`src/rtl/sram_arbiter_if.sv`:
```
// Bundle of the two master request channels, the SRAM request/response pair and the status outputs.
// The arbiter connects through the slave modport; the masters-plus-SRAM environment uses the master modport.
interface sram_arbiter_if #(
    parameter int ADDRWIDTH = 13
);
    logic                 m0_valid;
    logic [ADDRWIDTH-1:0] m0_addr;
    logic [3:0]           m0_wstrb;
    logic [31:0]          m0_wdata;
    logic                 m0_ready;
    logic [31:0]          m0_rdata;

    logic                 m1_valid;
    logic [ADDRWIDTH-1:0] m1_addr;
    logic [3:0]           m1_wstrb;
    logic [31:0]          m1_wdata;
    logic                 m1_ready;
    logic [31:0]          m1_rdata;

    logic                 s_select;
    logic [3:0]           s_wstrb;
    logic [ADDRWIDTH-1:0] s_addr;
    logic [31:0]          s_wdata;
    logic                 s_ready;
    logic [31:0]          s_rdata;

    logic                 busy;
    logic                 owner;

    modport slave (
        input  m0_valid, m0_addr, m0_wstrb, m0_wdata,
        input  m1_valid, m1_addr, m1_wstrb, m1_wdata,
        output m0_ready, m0_rdata, m1_ready, m1_rdata,
        output s_select, s_wstrb, s_addr, s_wdata,
        input  s_ready, s_rdata,
        output busy, owner
    );

    modport master (
        output m0_valid, m0_addr, m0_wstrb, m0_wdata,
        output m1_valid, m1_addr, m1_wstrb, m1_wdata,
        input  m0_ready, m0_rdata, m1_ready, m1_rdata,
        input  s_select, s_wstrb, s_addr, s_wdata,
        output s_ready, s_rdata,
        input  busy, owner
    );
endinterface

```
`src/rtl/sram_arbiter.sv`:
```
// Two-master arbiter in front of a single-port SRAM, sequenced by an IDLE/BUSY/DONE handshake.
// Define SRAM_ARB_ROUND_ROBIN_EN for round-robin on simultaneous requests; otherwise m0 has fixed priority.
module sram_arbiter #(
    parameter int ADDRWIDTH = 13
) (
    input logic           clk,
    input logic           reset,
    sram_arbiter_if.slave bus
);
    typedef enum logic [1:0] {
        ST_IDLE = 2'd0,
        ST_BUSY = 2'd1,
        ST_DONE = 2'd2
    } state_e;

    state_e               state_q, state_d;
    logic                 sel_q, sel_d;
    logic [3:0]           wstrb_q, wstrb_d;
    logic [ADDRWIDTH-1:0] addr_q, addr_d;
    logic [31:0]          wdata_q, wdata_d;
    logic                 busy_q, busy_d;
    logic                 owner_q, owner_d;

    logic [1:0]           req_valid;
    logic [ADDRWIDTH-1:0] req_addr  [2];
    logic [3:0]           req_wstrb [2];
    logic [31:0]          req_wdata [2];

    logic                 grant;
    logic                 winner;
    logic                 complete;

    logic                 ready_q [2];
    logic                 ready_d [2];
    logic [31:0]          rdata_q [2];
    logic [31:0]          rdata_d [2];

    assign req_valid    = {bus.m1_valid, bus.m0_valid};
    assign req_addr[0]  = bus.m0_addr;
    assign req_addr[1]  = bus.m1_addr;
    assign req_wstrb[0] = bus.m0_wstrb;
    assign req_wstrb[1] = bus.m1_wstrb;
    assign req_wdata[0] = bus.m0_wdata;
    assign req_wdata[1] = bus.m1_wdata;

    // Requests are only looked at in IDLE, so a loser simply stays pending until then.
    assign grant = (state_q == ST_IDLE) && (|req_valid);

`ifdef SRAM_ARB_ROUND_ROBIN_EN
    logic last_q, last_d;

    always_comb begin
        winner = req_valid[1];
        if (&req_valid) begin
            winner = ~last_q;
        end
    end

    always_comb begin
        last_d = last_q;
        if (grant) begin
            last_d = winner;
        end
    end

    // Reset value 1 makes m0 the first winner of a tie after reset.
    always_ff @(posedge clk) begin
        if (reset) begin
            last_q <= 1'b1;
        end else begin
            last_q <= last_d;
        end
    end
`else
    assign winner = ~req_valid[0] & req_valid[1];
`endif

    always_comb begin
        state_d  = state_q;
        sel_d    = sel_q;
        wstrb_d  = wstrb_q;
        addr_d   = addr_q;
        wdata_d  = wdata_q;
        busy_d   = busy_q;
        owner_d  = owner_q;
        complete = 1'b0;
        case (state_q)
            ST_IDLE: begin
                if (grant) begin
                    state_d = ST_BUSY;
                    sel_d   = 1'b1;
                    addr_d  = req_addr[winner];
                    wstrb_d = req_wstrb[winner];
                    wdata_d = req_wdata[winner];
                    owner_d = winner;
                    busy_d  = 1'b1;
                end
            end
            ST_BUSY: begin
                if (bus.s_ready) begin
                    state_d  = ST_DONE;
                    sel_d    = 1'b0;
                    complete = 1'b1;
                end
            end
            ST_DONE: begin
                // One dead cycle: stale s_ready and the finishing master's valid are ignored here.
                state_d = ST_IDLE;
                busy_d  = 1'b0;
            end
            default: begin
                state_d = ST_IDLE;
            end
        endcase
    end

    always_ff @(posedge clk) begin
        if (reset) begin
            state_q <= ST_IDLE;
            sel_q   <= 1'b0;
            wstrb_q <= 4'b0000;
            addr_q  <= '0;
            wdata_q <= '0;
            busy_q  <= 1'b0;
            owner_q <= 1'b0;
        end else begin
            state_q <= state_d;
            sel_q   <= sel_d;
            wstrb_q <= wstrb_d;
            addr_q  <= addr_d;
            wdata_q <= wdata_d;
            busy_q  <= busy_d;
            owner_q <= owner_d;
        end
    end

    generate
        for (genvar gi = 0; gi < 2; gi++) begin : g_master
            localparam logic IDX = 1'(gi);

            // Read data is captured only for the owner's reads; writes leave it untouched.
            always_comb begin
                ready_d[gi] = complete && (owner_q == IDX);
                rdata_d[gi] = rdata_q[gi];
                if (complete && (owner_q == IDX) && (wstrb_q == 4'b0000)) begin
                    rdata_d[gi] = bus.s_rdata;
                end
            end

            always_ff @(posedge clk) begin
                if (reset) begin
                    ready_q[gi] <= 1'b0;
                    rdata_q[gi] <= '0;
                end else begin
                    ready_q[gi] <= ready_d[gi];
                    rdata_q[gi] <= rdata_d[gi];
                end
            end
        end
    endgenerate

    assign bus.m0_ready = ready_q[0];
    assign bus.m1_ready = ready_q[1];
    assign bus.m0_rdata = rdata_q[0];
    assign bus.m1_rdata = rdata_q[1];
    assign bus.s_select = sel_q;
    assign bus.s_wstrb  = wstrb_q;
    assign bus.s_addr   = addr_q;
    assign bus.s_wdata  = wdata_q;
    assign bus.busy     = busy_q;
    assign bus.owner    = owner_q;
endmodule

```
`src/flat_wrapper.sv`:
```
// flat-port wrapper written by rule: the top's interface ports become plain ports
module sram_arbiter_flat 
#(
    parameter int ADDRWIDTH = 13
)
  (clk, reset, bus_m0_valid, bus_m0_addr, bus_m0_wstrb, bus_m0_wdata, bus_m1_valid, bus_m1_addr, bus_m1_wstrb, bus_m1_wdata, bus_m0_ready, bus_m0_rdata, bus_m1_ready, bus_m1_rdata, bus_s_select, bus_s_wstrb, bus_s_addr, bus_s_wdata, bus_s_ready, bus_s_rdata, bus_busy, bus_owner);
  sram_arbiter_if #(.ADDRWIDTH(ADDRWIDTH)) bus_i ();
  input logic clk;
  input logic reset;
  input wire logic [$bits(bus_i.m0_valid)-1:0] bus_m0_valid;
  input wire logic [$bits(bus_i.m0_addr)-1:0] bus_m0_addr;
  input wire logic [$bits(bus_i.m0_wstrb)-1:0] bus_m0_wstrb;
  input wire logic [$bits(bus_i.m0_wdata)-1:0] bus_m0_wdata;
  input wire logic [$bits(bus_i.m1_valid)-1:0] bus_m1_valid;
  input wire logic [$bits(bus_i.m1_addr)-1:0] bus_m1_addr;
  input wire logic [$bits(bus_i.m1_wstrb)-1:0] bus_m1_wstrb;
  input wire logic [$bits(bus_i.m1_wdata)-1:0] bus_m1_wdata;
  output wire logic [$bits(bus_i.m0_ready)-1:0] bus_m0_ready;
  output wire logic [$bits(bus_i.m0_rdata)-1:0] bus_m0_rdata;
  output wire logic [$bits(bus_i.m1_ready)-1:0] bus_m1_ready;
  output wire logic [$bits(bus_i.m1_rdata)-1:0] bus_m1_rdata;
  output wire logic [$bits(bus_i.s_select)-1:0] bus_s_select;
  output wire logic [$bits(bus_i.s_wstrb)-1:0] bus_s_wstrb;
  output wire logic [$bits(bus_i.s_addr)-1:0] bus_s_addr;
  output wire logic [$bits(bus_i.s_wdata)-1:0] bus_s_wdata;
  input wire logic [$bits(bus_i.s_ready)-1:0] bus_s_ready;
  input wire logic [$bits(bus_i.s_rdata)-1:0] bus_s_rdata;
  output wire logic [$bits(bus_i.busy)-1:0] bus_busy;
  output wire logic [$bits(bus_i.owner)-1:0] bus_owner;
  assign bus_i.m0_valid = bus_m0_valid;
  assign bus_i.m0_addr = bus_m0_addr;
  assign bus_i.m0_wstrb = bus_m0_wstrb;
  assign bus_i.m0_wdata = bus_m0_wdata;
  assign bus_i.m1_valid = bus_m1_valid;
  assign bus_i.m1_addr = bus_m1_addr;
  assign bus_i.m1_wstrb = bus_m1_wstrb;
  assign bus_i.m1_wdata = bus_m1_wdata;
  assign bus_m0_ready = bus_i.m0_ready;
  assign bus_m0_rdata = bus_i.m0_rdata;
  assign bus_m1_ready = bus_i.m1_ready;
  assign bus_m1_rdata = bus_i.m1_rdata;
  assign bus_s_select = bus_i.s_select;
  assign bus_s_wstrb = bus_i.s_wstrb;
  assign bus_s_addr = bus_i.s_addr;
  assign bus_s_wdata = bus_i.s_wdata;
  assign bus_i.s_ready = bus_s_ready;
  assign bus_i.s_rdata = bus_s_rdata;
  assign bus_busy = bus_i.busy;
  assign bus_owner = bus_i.owner;
  sram_arbiter #(.ADDRWIDTH(ADDRWIDTH)) u_core (.clk(clk), .reset(reset), .bus(bus_i));
endmodule
```
`config.mk`:
```
export PLATFORM = sky130hd
export DESIGN_NAME = sram_arbiter_flat
export DESIGN_NICKNAME = d
export VERILOG_FILES = /design/src/rtl/sram_arbiter_if.sv /design/src/rtl/sram_arbiter.sv /design/src/flat_wrapper.sv
export SDC_FILE = /design/constraint.sdc
export NUM_CORES = 1
export LEC_CHECK = 0
export BUFFER_PORTS_ARGS = -buffer_cell sky130_fd_sc_hd__clkbuf_2
export CORE_ASPECT_RATIO = 0.75
export CORE_MARGIN = 2
export CORE_UTILIZATION = 35
export CTS_CLUSTER_SIZE = 30
export DETAILED_ROUTE_END_ITERATION = 6
export GPL_TIMING_DRIVEN = 0
export PLACE_DENSITY = 0.63
export SLEW_MARGIN = 20
export SYNTH_ARGS = -nofsm -noshare
export SYNTH_HDL_FRONTEND = slang
export SYNTH_SLANG_ARGS = --single-unit
```
`constraint.sdc`:
```
create_clock -name clk -period 3 [get_ports clk]
set_input_delay 0.3 -clock clk [delete_from_list [all_inputs] [get_ports clk]]
set_output_delay 0.3 -clock clk [all_outputs]
set_load 0.02 [all_outputs]
```
==> metrics.txt <==
status complete, no violations; postcts setup bufs 0; Post-Route Hold Slack approximately 120 ps; CP endpoint kind register; FF+latch count, synth 120; total track usage roughly 23%; biggest area consumer among synthesized cells dfxtp_1; Routed Antenna Nets 0; relative slew slack a little under half; post-cts sizing count 0; CTS Hold Bufs 0; Seq/Total Area, Yosys 43.5%; leakage power around 0.0031 uW; DRC 0; unrepaired setup endpoints after global routing false; Final min period ~2000 ps; die span in y ~110 um; fmax 486 MHz; Overall Power roughly 4800 uW; Worst EP arrival approximately 2300 ps; Pwr Density 626 nW/um^2; initial antenna violation count 0; CP required ~3300 ps; Synth Cell Area approximately 5500 um^2; number of hold violations in the final report 0; CTS tree built; flop2flop setup slack ~940 ps; DRT iter0 DRCs between 300 and 400; WL per Instance between 15 and 20 um; kind of start point of the critical path register; Worst Path Max Fanout 10; commonest non-fill, non-tap cell in the layout clkbuf_2; IO buf count 251; CTS H-tree lvls 4; Num CTS Buffers 17; Hold Path Class in2reg; vias in the first global route between 5,000 and 6,000; first-pass GRT wire length between 30,000 and 40,000 um; top post-synthesis cells by area dfxtp_1 (43%), o31ai_2 (14%), a21oi_1 (11%); Root Driver clkbuf_16; first drt pass iteration count 5; Pins Over Slew Limit 0; via/cell ratio around 5.4; Final HPWL DP around 14,000 um; Worst-Skew Late Latency between 400 and 500 ps; Tcrit/Tclk final 68.6%; clock sinks 120; worst slew pin tran 801 ps; peak supply drop between 0.3 and 0.4 mV; RD Place Congestion roughly 0.85; area grow syn2layout 37.9%; commonest cells after routing, fill and taps aside clkbuf_2 (251), dfxtp_1 (120), a21oi_1 (117), nand2_1 (100); wirelength, routed 19,000 um; largest net degree at the start of global routing 17; final setup vio count 0; Diodes inserted 0; die area ~17,000 um^2; die width 149 um; starting density of the core a little over a third; Core Footprint ~15,000 um^2; Synth Net Count between 700 and 800; vias around 6,000; worst clock skew around 13 ps; Cells after Synth just over 600; synthesized area per cell about 9 um^2; top cell type's share of synthesized area a little over two fifths; Clock Path Buffers 2; share of post-route cells with drive strength above 1 between 40% and 50%; total congestion overflow 0; Worst-path clk slew 50 ps; max-cap violation count 0; yosys warns 0; kind of critical path reg2reg; setup TNS 0 ps; Yosys cell types 26; IO Count about 250; Core Rows 39; fin nets 1,018
==> Yosys cell counts <==
| library cell | number |
|---|---|
| a211oi_1 | 1 |
| a21oi_1 | 117 |
| a311oi_1 | 39 |
| a311oi_2 | 10 |
| and2_0 | 1 |
| and3b_1 | 1 |
| buf_1 | 3 |
| buf_2 | 8 |
| buf_6 | 8 |
| clkbuf_1 | 62 |
| dfxtp_1 | 120 |
| inv_1 | 3 |
| nand2_1 | 100 |
| nand2b_1 | 1 |
| nand3_1 | 1 |
| nand3b_1 | 1 |
| nand4_1 | 64 |
| nor2_1 | 2 |
| nor2b_1 | 1 |
| nor3_1 | 2 |
| nor4_4 | 1 |
| o21ai_0 | 1 |
| o31ai_1 | 4 |
| o31ai_2 | 60 |
| or2_1 | 1 |
| or4_1 | 1 |
==> power breakdown <==
part | internal [uW] | leakage [uW] | total [uW] | switching [uW]
registers | 1690 | 0.000981 | 1760 | 64.1
clock network | 1300 | 0.000285 | 2020 | 723
logic | 310 | 0.00181 | 987 | 676
total | 3300 | 0.00307 | 4770 | 1460
==> routing by layer <==
layer / track usage [%] / routed length [um]
met3: 5.16 / 1390
met2: 32.8 / 8140
met1: 33.1 / 9110
met4: 7.11 / 384
met5: 0 / 0
==> final cells by class <==
class | count | area (um^2)
multi-input cells | 409 | 2740
plain buffers | 81 | 374
clock buffers | 23 | 488
repair buffers | 251 | 1260
fillers | 1532 | 7700
flip-flops and latches | 120 | 2400
well taps | 205 | 256
inverters | 3 | 11.3
clock inverters | 8 | 95.1
==> critical path, cell delays in order, from the launching register on <==
cell and delay, ps:
dfxtp_1 320, nor2_1 550, and2_0 210, clkbuf_1 190, clkbuf_1 450, a311oi_1 180
==> through the flow <==
step	instances	area, um^2	setup slack, ps	utilization [%]
after CTS	1100	7620	935	49.7
after detailed placement	1069	7040	951	45.9
after global placement	1069	7040	908	45.9
after floorplan	613	5530	1350	-
final	1100	7620	942	49.7
after global routing	1100	7620	744	49.7
==> sequential cells by signal, indices dropped and copies added (netlist names) <==
register             count
u_core.bus.owner         1
u_core.bus.s_wdata      32
u_core.bus.s_wstrb       4
u_core.rdata_q          64
u_core.bus.s_addr       13
u_core.bus.s_select      1
u_core.state_q           2
u_core.bus.busy          1
u_core.ready_q           2
==> path summary, 6_finish.rpt <==
| kind | cells after the start | to | startpoint |
|---|---|---|---|
| worst max-delay path | 5 | u_core.bus.s_wdata[28]$_SDFFE_PP0P_ | u_core.state_q[1]$_SDFFE_PP0P_ |
| worst min-delay path | 3 | u_core.bus.s_addr[12]$_SDFFE_PP0P_ | bus_m1_addr[12] |
| worst max register to register | 5 | u_core.bus.s_wdata[28]$_SDFFE_PP0P_ | u_core.state_q[1]$_SDFFE_PP0P_ |
| worst min register to register | 2 | u_core.bus.s_select$_SDFFE_PP0P_ | u_core.bus.s_select$_SDFFE_PP0P_ |
==> cells by family (layout without fill, tap and decap cells) <==
logic type,Yosys count,count (layout),synth area share [%]
flip-flops,120,120,43.5
AO/OA/AOI/OAI,232,232,33.8
AND/OR/NAND/NOR,177,177,15.7
buffers and inverters,84,366,6.97
(Power assumes the default switching activity.)
